### config.mk
export PLATFORM = sky130hd
export DESIGN_NAME = csr_unit
export DESIGN_NICKNAME = d
export VERILOG_FILES = /design/src/rtl/csr_pkg.sv /design/src/rtl/csr_counter64.sv /design/src/rtl/csr_unit.sv
export SDC_FILE = /design/constraint.sdc
export NUM_CORES = 1
export LEC_CHECK = 0
export ABC_CLOCK_PERIOD_IN_PS = 5100
export BUFFER_PORTS_ARGS = -buffer_cell sky130_fd_sc_hd__buf_2
export CAP_MARGIN = 20
export CORE_MARGIN = 1
export CORE_UTILIZATION = 55
export DETAILED_ROUTE_END_ITERATION = 10
export PLACE_DENSITY = 0.75
export SLEW_MARGIN = 20
export SYNTH_ARGS = -nofsm -noshare
export SYNTH_HDL_FRONTEND = slang
export SYNTH_HIERARCHICAL = 1
export SYNTH_SLANG_ARGS = --single-unit
### constraint.sdc
create_clock -name clk -period 5.1 [get_ports clk]
set_input_delay 0.51 -clock clk [delete_from_list [all_inputs] [get_ports clk]]
set_output_delay 0.51 -clock clk [all_outputs]
set_load 0.01 [all_outputs]
### src/rtl/csr_pkg.sv
// Shared definitions for the machine-mode CSR file: addresses, trap causes,
// instruction op encodings and mstatus layout.
package csr_pkg;

  localparam logic [11:0] CSR_MSTATUS   = 12'h300;
  localparam logic [11:0] CSR_MISA      = 12'h301;
  localparam logic [11:0] CSR_MTVEC     = 12'h305;
  localparam logic [11:0] CSR_MSCRATCH  = 12'h340;
  localparam logic [11:0] CSR_MEPC      = 12'h341;
  localparam logic [11:0] CSR_MCAUSE    = 12'h342;
  localparam logic [11:0] CSR_MCYCLE    = 12'hB00;
  localparam logic [11:0] CSR_MINSTRET  = 12'hB02;
  localparam logic [11:0] CSR_MCYCLEH   = 12'hB80;
  localparam logic [11:0] CSR_MINSTRETH = 12'hB82;
  localparam logic [11:0] CSR_CYCLE     = 12'hC00;
  localparam logic [11:0] CSR_INSTRET   = 12'hC02;
  localparam logic [11:0] CSR_CYCLEH    = 12'hC80;
  localparam logic [11:0] CSR_INSTRETH  = 12'hC82;
  localparam logic [11:0] CSR_MHARTID   = 12'hF14;

  localparam logic [31:0] MCAUSE_ILLEGAL    = 32'd2;
  localparam logic [31:0] MCAUSE_BREAKPOINT = 32'd3;
  localparam logic [31:0] MCAUSE_ECALL_M    = 32'd11;

  localparam logic [1:0] OP_RW  = 2'b00;
  localparam logic [1:0] OP_RS  = 2'b01;
  localparam logic [1:0] OP_RC  = 2'b10;
  localparam logic [1:0] F3_RW  = 2'b01;
  localparam logic [1:0] F3_RS  = 2'b10;
  localparam logic [1:0] F3_RC  = 2'b11;

  localparam int MSTATUS_MIE    = 3;
  localparam int MSTATUS_MPIE   = 7;
  localparam int MSTATUS_MPP_LO = 11;

  typedef enum logic [1:0] {
    CSR_NONE  = 2'd0,
    CSR_WRITE = 2'd1,
    CSR_SET   = 2'd2,
    CSR_CLEAR = 2'd3
  } csr_action_e;

  // MPP is hardwired to machine mode; only MIE and MPIE hold state.
  function automatic logic [31:0] mstatus_pack(input logic mie, input logic mpie);
    logic [31:0] v;
    v = 32'd0;
    v[MSTATUS_MIE]                       = mie;
    v[MSTATUS_MPIE]                      = mpie;
    v[MSTATUS_MPP_LO+1:MSTATUS_MPP_LO]   = 2'b11;
    return v;
  endfunction

endpackage

### src/rtl/csr_counter64.sv
// 64-bit free-running counter with independent 32-bit half write ports.
// A half write replaces the increment for that cycle; the other half is kept.
module csr_counter64 (
  input  logic        clk,
  input  logic        rst_n,
  input  logic        i_inc,
  input  logic        i_wr_lo,
  input  logic        i_wr_hi,
  input  logic [31:0] i_wdata,
  output logic [63:0] o_count
);

  logic [63:0] r_count;

  // Counter state: half writes take priority over the increment
  always_ff @(posedge clk or negedge rst_n) begin
    if (!rst_n) begin
      r_count <= 64'd0;
    end else if (i_wr_lo) begin
      r_count[31:0] <= i_wdata;
    end else if (i_wr_hi) begin
      r_count[63:32] <= i_wdata;
    end else if (i_inc) begin
      r_count <= r_count + 64'd1;
    end
  end

  assign o_count = r_count;

endmodule

### src/rtl/csr_unit.sv
// Machine-mode CSR file for the single-cycle RV32I core: CSR read/modify/write,
// cycle/instret counters, trap entry and MRET return targets.
module csr_unit
  import csr_pkg::*;
#(
  parameter logic [31:0] MTVEC_RESET = 32'h0000_0000,
  parameter logic [31:0] HART_ID     = 32'h0000_0000,
  parameter logic [31:0] MISA_VALUE  = 32'h4000_0100
) (
  input  logic        clk,
  input  logic        rst_n,
  input  logic [11:0] i_csr_addr,
  input  logic        i_csr_write_enable,
  input  logic [1:0]  i_csr_op,
  input  logic [4:0]  i_csr_imm,
  input  logic [2:0]  i_csr_funct3,
  input  logic [31:0] i_rs1_data,
  input  logic [31:0] i_pc,
  input  logic        i_instr_retire,
  input  logic        i_trap_ecall,
  input  logic        i_trap_ebreak,
  input  logic        i_trap_illegal,
  input  logic        i_mret,
  output logic [31:0] o_csr_rdata,
  output logic        o_csr_illegal,
  output logic        o_trap_taken,
  output logic [31:0] o_trap_target,
  output logic [31:0] o_mret_target
);

  logic [31:0] r_mtvec, r_mscratch, r_mepc, r_mcause;
  logic        r_mie, r_mpie;
  logic [63:0] w_mcycle, w_minstret;
  logic [31:0] w_operand, w_old, w_wdata, w_cause;
  csr_action_e w_action;
  logic        w_write_type, w_mapped, w_readonly, w_illegal, w_trap, w_wen;

  assign w_operand = i_csr_funct3[2] ? {27'd0, i_csr_imm} : i_rs1_data;

  // Decode the requested read-modify-write action
  always_comb begin
    w_action = CSR_NONE;
    case (i_csr_op)
      OP_RW:   w_action = CSR_WRITE;
      OP_RS:   w_action = CSR_SET;
      OP_RC:   w_action = CSR_CLEAR;
      default: begin
        case (i_csr_funct3[1:0])
          F3_RW:   w_action = CSR_WRITE;
          F3_RS:   w_action = CSR_SET;
          F3_RC:   w_action = CSR_CLEAR;
          default: w_action = CSR_NONE;
        endcase
      end
    endcase
  end

  assign w_write_type = (w_action == CSR_WRITE) ||
                        (((w_action == CSR_SET) || (w_action == CSR_CLEAR)) &&
                         (w_operand != 32'd0));

  // Read mux: pre-write value of the addressed CSR, zero when unmapped
  always_comb begin
    w_old    = 32'd0;
    w_mapped = 1'b1;
    case (i_csr_addr)
      CSR_MSTATUS:               w_old = mstatus_pack(r_mie, r_mpie);
      CSR_MISA:                  w_old = MISA_VALUE;
      CSR_MHARTID:               w_old = HART_ID;
      CSR_MTVEC:                 w_old = r_mtvec;
      CSR_MSCRATCH:              w_old = r_mscratch;
      CSR_MEPC:                  w_old = r_mepc;
      CSR_MCAUSE:                w_old = r_mcause;
      CSR_MCYCLE,    CSR_CYCLE:    w_old = w_mcycle[31:0];
      CSR_MCYCLEH,   CSR_CYCLEH:   w_old = w_mcycle[63:32];
      CSR_MINSTRET,  CSR_INSTRET:  w_old = w_minstret[31:0];
      CSR_MINSTRETH, CSR_INSTRETH: w_old = w_minstret[63:32];
      default:                   w_mapped = 1'b0;
    endcase
  end

  assign w_readonly = (i_csr_addr[11:10] == 2'b11) || (i_csr_addr == CSR_MISA) ||
                      (i_csr_addr == CSR_MHARTID);
  assign w_illegal  = i_csr_write_enable && (!w_mapped || (w_write_type && w_readonly));
  assign w_trap     = i_trap_ecall || i_trap_ebreak || i_trap_illegal || w_illegal;
  assign w_wen      = i_csr_write_enable && w_write_type && w_mapped && !w_readonly && !w_trap;

  // New value for the addressed CSR
  always_comb begin
    case (w_action)
      CSR_WRITE: w_wdata = w_operand;
      CSR_SET:   w_wdata = w_old | w_operand;
      CSR_CLEAR: w_wdata = w_old & ~w_operand;
      default:   w_wdata = w_old;
    endcase
  end

  // Trap cause priority: illegal, then breakpoint, then ecall
  always_comb begin
    if (i_trap_illegal || w_illegal) begin
      w_cause = MCAUSE_ILLEGAL;
    end else if (i_trap_ebreak) begin
      w_cause = MCAUSE_BREAKPOINT;
    end else begin
      w_cause = MCAUSE_ECALL_M;
    end
  end

  // Trap/MRET state and CSR writes; a trap suppresses the write and beats MRET
  always_ff @(posedge clk or negedge rst_n) begin
    if (!rst_n) begin
      r_mtvec    <= MTVEC_RESET;
      r_mscratch <= 32'd0;
      r_mepc     <= 32'd0;
      r_mcause   <= 32'd0;
      r_mie      <= 1'b0;
      r_mpie     <= 1'b0;
    end else if (w_trap) begin
      r_mepc   <= i_pc;
      r_mcause <= w_cause;
      r_mpie   <= r_mie;
      r_mie    <= 1'b0;
    end else begin
      if (w_wen) begin
        case (i_csr_addr)
          CSR_MSTATUS: begin
            r_mie  <= w_wdata[MSTATUS_MIE];
            r_mpie <= w_wdata[MSTATUS_MPIE];
          end
          CSR_MTVEC:    r_mtvec    <= {w_wdata[31:2], 2'b00};
          CSR_MSCRATCH: r_mscratch <= w_wdata;
          CSR_MEPC:     r_mepc     <= {w_wdata[31:2], 2'b00};
          CSR_MCAUSE:   r_mcause   <= w_wdata;
          default:      ;
        endcase
      end
      if (i_mret) begin
        r_mie  <= r_mpie;
        r_mpie <= 1'b1;
      end
    end
  end

  csr_counter64 u_mcycle (
    .clk     (clk),
    .rst_n   (rst_n),
    .i_inc   (1'b1),
    .i_wr_lo (w_wen && (i_csr_addr == CSR_MCYCLE)),
    .i_wr_hi (w_wen && (i_csr_addr == CSR_MCYCLEH)),
    .i_wdata (w_wdata),
    .o_count (w_mcycle)
  );

  csr_counter64 u_minstret (
    .clk     (clk),
    .rst_n   (rst_n),
    .i_inc   (i_instr_retire && !w_trap),
    .i_wr_lo (w_wen && (i_csr_addr == CSR_MINSTRET)),
    .i_wr_hi (w_wen && (i_csr_addr == CSR_MINSTRETH)),
    .i_wdata (w_wdata),
    .o_count (w_minstret)
  );

  assign o_csr_rdata   = w_old;
  assign o_csr_illegal = w_illegal;
  assign o_trap_taken  = w_trap;
  assign o_trap_target = {r_mtvec[31:2], 2'b00};
  assign o_mret_target = r_mepc;

endmodule

==> impl_metrics.env <==
export IMPL_critPathKind="in2reg"
export IMPL_globalRoute_totalOverflow=0
export IMPL_h_tree_depth=1
export IMPL_crit_path_cell_trace="buf_2 > inv_2 > or3_1 > a2111o_1 > nand2_1 > or3_1 > nor3_2 > buf_4 > nand2b_1 > o22a_1 > nor3b_1 > a32oi_1 > o21ai_0"
export IMPL_arrival_ns=4.44
export IMPL_pwr_density_cell_mw_per_mm2=243
export IMPL_ys_seq_elements=256
export IMPL_io_pin_count=192
export IMPL_avgViaCountPerCell=7.22
export IMPL_rows=67
export IMPL_drt_wl_total_um=79300
export IMPL_grt_pass1_wl_um=118000
export IMPL_fin_nets=2342
export IMPL_synth_top_area_share_pct=33.9
export IMPL_remaining_drc_errors=0
export IMPL_antenna_left=0
export IMPL_syn_area_mm2=0.0189
export IMPL_top_layer="met4"
export IMPL_layout_drive_gt1_share_pct=21.8
export IMPL_synth_edf_count=0
export IMPL_antenna_found_initial=3
export IMPL_cts_resized=0
export IMPL_yosys_most_used_dff="dfrtp_1"
export IMPL_ys_seq_area_share_pct=33.9
export IMPL_synthMuxAreaShare_pct=10.1
export IMPL_grt_pass1_vias=18200
export IMPL_dr_total_vias=19600
export IMPL_worstMarginPinSlew_ns=1.17
export IMPL_yosysMostFrequentCell="dfrtp_1"
export IMPL_power_uw=5160
export IMPL_yosys_area_share_simple_pct=25.3
export IMPL_place_gp_congestion=1.04
export IMPL_final_util_pct=62.9
export IMPL_crit_fanout=50
export IMPL_async_flop_share_pct=100
export IMPL_synth_commonest_cells="256 x dfrtp_1, 193 x nand2_1, 129 x o21ai_0"
export IMPL_max_vdd_ir_drop_uv=282
export IMPL_outcome="complete, no violations"
export IMPL_slew_headroom_pct=21.8
export IMPL_setup_tns_ns=0
export IMPL_fin_worst_skew_ns=0.0178
export IMPL_drv_cap=0
export IMPL_wl_met3_um=10600
export IMPL_whs_ns=0.132
export IMPL_setup_viol=0
export IMPL_hold_violations=0
export IMPL_synthCells=2123
export IMPL_die_x_um=187
export IMPL_slowest_delay_ns=0.55
export IMPL_nFillCells=2938
export IMPL_finalInstanceArea_mm2=0.0212
export IMPL_clk_pin_slew_ns=0.06
export IMPL_rsz0062_at_grt="false"
export IMPL_clockBufferDepth=3
export IMPL_synth_top_family_by_area="simple AND/OR/NAND/NOR gates"
export IMPL_multi_input_area_mm2=0.0116
export IMPL_crit_required_ns=5.58
export IMPL_seqCellArea_mm2=0.00641
export IMPL_first_pass_iters=6
export IMPL_synthAdderAreaFrac_pct=0.331
export IMPL_fp_dieH_um=187
export IMPL_synth_warnings=6
export IMPL_cpMostUsedCell="or3_1"
export IMPL_syn_avg_cell_area_um2=8.91
export IMPL_drt_met1_wl_um=30800
export IMPL_grt_max_degree=108
export IMPL_wl_met2_um=32900
export IMPL_synth_compound_area_share_pct=22.3
export IMPL_wl_per_cell_um=29.2
export IMPL_placed_area_mm2=0.0202
export IMPL_period_needed_ns=3.96
export IMPL_numPortBuffers=189
export IMPL_dp_hpwl_um=58400
export IMPL_start_util_pct=56.1
export IMPL_p_leak_uw=0.00884
export IMPL_cts_buffers_inserted=31
export IMPL_synthTopCellsByArea="dfrtp_1 34%, mux2_2 5.0%, mux2i_1 4.9%"
export IMPL_gr_usage_all_layers_pct=44.5
export IMPL_cp_slowest_cell="or3_1"
export IMPL_clock_root_buffer="clkbuf_16"
export IMPL_slew_viol_final=0
export IMPL_areaGrowthSynthToFinish_pct=12.1
export IMPL_clk_insertion_delay_late_ns=0.61
export IMPL_cts_sinks=256
export IMPL_start_kind="input port"
export IMPL_core_mm2=0.0337
export IMPL_worst_setup_path_end_kind="flip-flop"
export IMPL_first_iter_violations=2995
export IMPL_fmax_mhz=253
export IMPL_min_path_type="in2reg"
export IMPL_dieArea_mm2=0.0351
export IMPL_cts_tree="built"
export IMPL_synth_xor_xnor_area_share_pct=2.96
export IMPL_ys_types=109
export IMPL_synth_top_area_cell="dfrtp_1"
export IMPL_post_route_period_util_pct=77.6
==> layer usage <==
layer	vias to the layer above	global-route usage (%)
li1	8398	-
met1	9511	61.3
met2	1420	63.7
met3	256	11.6
met4	0	23.6
met5	-	0
==> per-stage QoR <==
step	std cells	setup slack, ns
floorplan	2131	1.38
global placement	2657	0.825
detailed placement	2657	0.673
CTS	2709	1.22
global route	2710	0.923
finish	2714	1.14
==> where the power goes <==
part / switching (uW) / internal [uW] / leakage (uW)
logic: 521 / 233 / 0.00500
registers: 108 / 2100 / 0.00336
clock network: 940 / 1260 / 0.000484
total: 1570 / 3590 / 0.00884
==> layout by cell type (no fill, tap or decap), types with 34 or more instances in the layout <==
cell type / instances
mux2i_1: 91
mux2_2: 84
and4_1: 39
xor2_1: 39
nand3_1: 94
inv_1: 34
dfrtp_1: 256
or3_1: 37
buf_2: 187
nor4_1: 40
nand2_1: 193
o21ai_0: 129
buf_4: 59
a21oi_1: 94
and3_1: 52
nor2_1: 127
nand4_1: 73
nor3_1: 57
==> worst paths after layout <==
path,start,to,slack (ns),cells past startpoint
max reg2reg,u_minstret/o_count[46]$_DFFE_PN0P_,u_minstret/o_count[46]$_DFFE_PN0P_,1.76,8
min,i_pc[26],o_mret_target[26]$_DFFE_PN0P_,0.13,3
max,i_csr_funct3[2],u_minstret/o_count[59]$_DFFE_PN0P_,1.14,13
min reg2reg,r_mcause[1]$_DFFE_PN0P_,r_mcause[1]$_DFFE_PN0P_,0.49,2
min in group asynchronous,rst_n,u_minstret/o_count[38]$_DFFE_PN0P_,0.51,2
max in group asynchronous,rst_n,r_mpie$_DFFE_PN0P_,3.26,3
==> critical path: cells and delay by family <==
family	cells	cell delay [ns]
buf+inv	3	1.13
compound gates	4	1.07
simple gates	6	1.69
==> cell families after synthesis <==
logic type | after synthesis
AOI/OAI and AO/OA | 568
xor gates and xnor gates | 64
adders and majority gates | 5
buffers and inverters | 208
DFF | 256
muxes | 179
other | 2
and+or+nand+nor | 841
==> final cells by class <==
type | count | share of cell area [%]
clock buffers | 45 | 4.24
inverters | 36 | 0.638
clock inverters | 7 | 0.354
multi-input cells | 1667 | 54.9
well taps | 448 | 2.64
repair buffers | 251 | 6.91
flip-flops and latches | 256 | 30.2
diodes | 4 | 0.0472
==> timing repair <==
action                                  CTS  global route
hold buffers                              0             1
buffers inserted                          0             0
endpoints found under the setup margin    0             0
hold endpoints to repair                  0             1
==> state kept, by name, indices dropped and copies added, names as in the netlist <==
| register | flops |
|---|---|
| u_mcycle/o_count | 64 |
| r_mcause | 32 |
| r_mtvec | 30 |
| u_minstret/o_count | 64 |
| r_mpie | 1 |
| o_mret_target | 32 |
| r_mie | 1 |
| r_mscratch | 32 |
No activity file was read; power rests on OpenSTA's default activity.
